--- config.mk ---
export PLATFORM = sky130hd
export DESIGN_NAME = program_memory
export DESIGN_NICKNAME = d
export VERILOG_FILES = /design/src/rtl/program_memory.sv
export SDC_FILE = /design/constraint.sdc
export NUM_CORES = 1
export LEC_CHECK = 0
export CAP_MARGIN = 10
export CORE_UTILIZATION = 47
export CTS_CLUSTER_DIAMETER = 150
export CTS_CLUSTER_SIZE = 30
export DETAILED_ROUTE_END_ITERATION = 6
export GPL_TIMING_DRIVEN = 0
export PLACE_DENSITY = 0.65
export SLEW_MARGIN = 0
export SYNTH_ARGS = -nofsm -noshare
export SYNTH_HDL_FRONTEND = slang
export SYNTH_SLANG_ARGS = --single-unit
export TNS_END_PERCENT = 20
--- constraint.sdc ---
create_clock -name clk -period 2.6 [get_ports clk]
set_input_delay 0.39 -clock clk [delete_from_list [all_inputs] [get_ports clk]]
set_output_delay 0.39 -clock clk [all_outputs]
set_load 0.01 [all_outputs]
--- src/rtl/program_memory.sv ---
`default_nettype none
// ============================================================================
// Module   : program_memory
// Purpose  : Boot-image instruction ROM with a clocked per-word patch overlay;
//            combinational read, asynchronous reset drops all patches.
// Revision : 1.0 - initial release
// ============================================================================
module program_memory #(
    parameter int                ADDR_W       = 5,
    parameter int                DATA_W       = 16,
    parameter logic [DATA_W-1:0] DEFAULT_WORD = 16'hFFFF
) (
    input  logic              clk,
    input  logic              rst,
    input  logic [ADDR_W-1:0] address,
    output logic [DATA_W-1:0] instr_out,
    input  logic              wr_en,
    input  logic [ADDR_W-1:0] wr_addr,
    input  logic [DATA_W-1:0] wr_data
);

    localparam int c_depth = 2 ** ADDR_W;

    logic [c_depth-1:0] r_valid;
    logic [DATA_W-1:0]  r_patch [c_depth];
    logic [DATA_W-1:0]  w_boot;

    always_comb begin
        w_boot = DEFAULT_WORD;
        case (int'(address))
            0:  w_boot = DATA_W'(16'h0000);  // load R0
            1:  w_boot = DATA_W'(16'h0006);  // data 6
            2:  w_boot = DATA_W'(16'hA002);  // LSL R0,2
            3:  w_boot = DATA_W'(16'hB001);  // LSR R0,1
            4:  w_boot = DATA_W'(16'h9000);  // SUBi R0
            5:  w_boot = DATA_W'(16'h0004);  // data 4
            6:  w_boot = DATA_W'(16'hC000);  // PUSH R0
            7:  w_boot = DATA_W'(16'hD100);  // POP R1
            8:  w_boot = DATA_W'(16'hE100);  // STR R1,[0]
            9:  w_boot = DATA_W'(16'hF200);  // LD R2,[0]
            10: w_boot = DATA_W'(16'h6101);  // ADDI
            11: w_boot = DATA_W'(16'h5200);  // JMP
            12: w_boot = DATA_W'(16'h8000);  // BRNE
            13: w_boot = DATA_W'(16'h7120);  // CMP R1,R2
            default: w_boot = DEFAULT_WORD;
        endcase
    end

    // Only the valid bits need reset; stale patch words are masked by them.
    always_ff @(posedge clk or posedge rst) begin
        if (rst) begin
            r_valid <= '0;
        end else if (wr_en) begin
            r_valid[wr_addr] <= 1'b1;
        end
    end

    always_ff @(posedge clk) begin
        if (wr_en && !rst) begin
            r_patch[wr_addr] <= wr_data;
        end
    end

    assign instr_out = r_valid[address] ? r_patch[address] : w_boot;

endmodule
`default_nettype wire

==> results.json <==
{
  "worst_pin_slew_ns": 1.21,
  "ys_ff_latch": 544,
  "postSynthCellCount": 975,
  "finalWorstPathRequiredPeriod_ns": 3.27,
  "p_seq_share_pct": 62.7,
  "tns_ns": -9.46,
  "skew_ns": 0,
  "die_area_sq_mm": 0.0466,
  "crit_path_start_kind": "flop",
  "r2r_slack_ns": 1.89,
  "yosys-top-cells-area": "edfxtp_1 (72%), mux4_2 (15%), dfrtp_1 (3.7%), mux2i_1 (2.3%), o21bai_1 (1.2%)",
  "setup_viol_count_final": 16,
  "hold_slack_ns": 0.167,
  "clkLatencyLatePin_ns": 0.56,
  "p_per_area_mw_per_mm2": 633,
  "power_mw": 15.6,
  "slew_violations": 0,
  "end_kind": "output pin",
  "globalRouteMet3Util_pct": 2.38,
  "slew_headroom_pct": 18.8,
  "synth_top_area_share_pct": 71.6,
  "synthTopCellsByCount": "edfxtp_1 (512), mux4_2 (147), mux2i_1 (50), nor2_1 (41), o21bai_1 (33)",
  "grt_util_met2_pct": 35.5,
  "htree_levels": 1,
  "p_switching_mw": 3.44,
  "initial_utilization_pct": 48.2,
  "root_buffer": "clkbuf_16",
  "clockBufferDepth": 3,
  "period_share_pct": 126,
  "ys_seq_area_share_pct": 75.3,
  "finalWorstSetupSlack_ns": -0.672,
  "critPathLaunch": "r_valid[31]$_DFFE_PP0P_",
  "reg2reg_to": "r_valid[9]$_DFFE_PP0P_",
  "synth_cell_types": 43,
  "antenna_found_initial": 0,
  "drtAntennaViolNets": 0,
  "flow.area_growth_from_synthesis_pct": 15.1,
  "r2r_cells": 1,
  "globalplace.congestion": 0.845,
  "cts_buffers": 22,
  "ys_warn_count": 0,
  "cts_tree": "done",
  "vdd_drop_max_uv": 503,
  "place_hpwl_mm": 32.9,
  "status": "complete, but fails checks",
  "final_util_pct": 55.4,
  "cp.arrival_ns": 2.88,
  "swShare_pct": 22.0,
  "dr.pass1.iters": 5,
  "path_clk_slew_ns": 0.11,
  "share_comb_of_total_power_pct": 10.0,
  "grt_use_total_pct": 21.5,
  "grt_pass1_vias": 10500,
  "die_h_um": 216,
  "max_freq_mhz": 306,
  "drc": 0,
  "cp.required_ns": 2.21,
  "io_buffers": 38,
  "synth_edf_count": 512,
  "clock-sinks": 544,
  "cap_violations": 0,
  "rsz0062_at_grt": "true",
  "wl_per_cell_um": 29.0,
  "post-place-ws_ns": -2.19,
  "routed_wl_mm": 49.1,
  "pwr-share-clk_pct": 27.3,
  "fill_cells": 3290,
  "intPower_mw": 12.2,
  "hold_path_class": "in2async",
  "failed_checks": "setup timing",
  "met1_usage_pct": 31.0,
  "die_w_um": 216,
  "crit_end": "instr_out[0]",
  "synthesis.area_sq_mm": 0.0215,
  "final_layout_size_suffix_gt1_share_pct": 32.2,
  "grt_max_degree": 33,
  "critPathMaxFanout": 5,
  "p_leak_nw": 7.73,
  "synth.avg_cell_area_sq_um": 22.0,
  "gr-total-overflow": 0,
  "async_flop_share_pct": 5.88,
  "synth.most_common_cell": "edfxtp_1",
  "rows": 77,
  "synth_area_leader_cell": "edfxtp_1",
  "core_area_sq_mm": 0.0446,
  "final_nets": 1120,
  "viasPerCell": 6.07,
  "grt_pass1_wl_mm": 72.0,
  "synthFlopType": "edfxtp_1",
  "io_pins": 45,
  "syn_nets": 1010,
  "ctsHoldBuffers": 0,
  "rr_startpoint": "r_valid[9]$_DFFE_PP0P_",
  "busiest_layer": "met2",
  "path_class": "reg2out",
  "hold_violations": 0,
  "via_count": 10300,
  "drt_iter0_drc": 1205
}
-- layout make-up --
cell class	count	area, sq um	share of cell area [%]
Sequential cell	544	16200	65.4
Multi-Input combinational cell	365	5340	21.6
Timing Repair Buffer	86	1210	4.91
Tap cell	592	741	3.00
Clock buffer	39	636	2.57
Buffer	60	566	2.29
Clock inverter	1	30.0	0.121
Inverter	6	26.3	0.106
Antenna cell	1	2.50	0.0101
-- logic make-up after synthesis --
family | synth area share (%)
AO/OA/AOI/OAI | 3.24
buffers and inverters | 1.67
XOR/XNOR | 0.0408
adder cells (fa/ha/maj) | 0.349
multiplexers | 18.0
flip-flops | 75.3
AND/OR/NAND/NOR | 1.42
-- what timing repair did --
action                                  4_1_cts  5_1_grt
cloned                                        1        0
resized for setup                           158       53
buffers inserted                              4        7
pin swaps                                     4       10
hold endpoints to repair                      0        0
endpoints found under the setup margin       57      133
-- critical path, cell delays in order (launching register included) --
cell and delay, ns:
dfrtp_1 0.40, mux4_2 0.48, mux2_4 0.30, a221oi_4 0.30, or2_4 0.22, buf_12 0.14
mux2_4 0.33, buf_6 0.13
-- power groups by stage --
stage	clock network [mW]	registers [mW]	logic (mW)
global placement	0	9.99	1.30
CTS	4.35	9.80	1.51
floorplan	0	9.97	0.790
finish	4.27	9.80	1.57
detailed placement	0	10.0	1.35
global route	4.61	9.82	1.66
-- cells in the final DEF (no fill, tap or decap), types with 9 or more instances in the layout --
cell / netlist / routed
a21oi_1: 14 / 13
buf_12: 0 / 12
buf_16: 0 / 18
buf_2: 17 / 14
buf_4: 6 / 17
buf_6: 9 / 11
buf_8: 0 / 23
clkbuf_1: 25 / 32
clkbuf_16: 0 / 24
clkdlybuf4s50_1: 0 / 20
dfrtp_1: 32 / 32
edfxtp_1: 512 / 512
mux2i_1: 50 / 34
mux4_2: 147 / 147
nor2_1: 41 / 9
nor2_2: 0 / 23
nor2_4: 0 / 9
o21bai_1: 33 / 33
o221ai_1: 18 / 17
-- per-layer routing --
| metal | routed length, um | share of wire (%) |
|---|---|---|
| met1 | 20100 | 41 |
| met2 | 24500 | 50 |
| met3 | 3190 | 6.5 |
| met4 | 1340 | 2.7 |
| met5 | 0 | 0 |
-- flip-flops by register name, indices dropped and copies added, names as in the netlist --
register / count
r_valid: 32
r_patch: 512
-- worst min-delay path by stage --
stage / start / end / slack (ns)
finish: rst / r_valid[4]$_DFFE_PP0P_ / 0.17
global placement: r_valid[18]$_DFFE_PP0P_ / r_valid[18]$_DFFE_PP0P_ / 0.45
global route: rst / r_valid[4]$_DFFE_PP0P_ / 0.19
detailed placement: r_valid[23]$_DFFE_PP0P_ / r_valid[23]$_DFFE_PP0P_ / 0.46
floorplan: r_valid[18]$_DFFE_PP0P_ / r_valid[18]$_DFFE_PP0P_ / 0.44
CTS: rst / r_valid[4]$_DFFE_PP0P_ / 0.15
-- through the flow --
stage          area, sq um  instances
3_5_place_dp         23300       1638
2_1_floorplan        21500        975
3_3_place_gp         22600       1605
5_1_grt              24700       1693
4_1_cts              24500       1683
6_report             24700       1694
(Power assumes the default switching activity.)
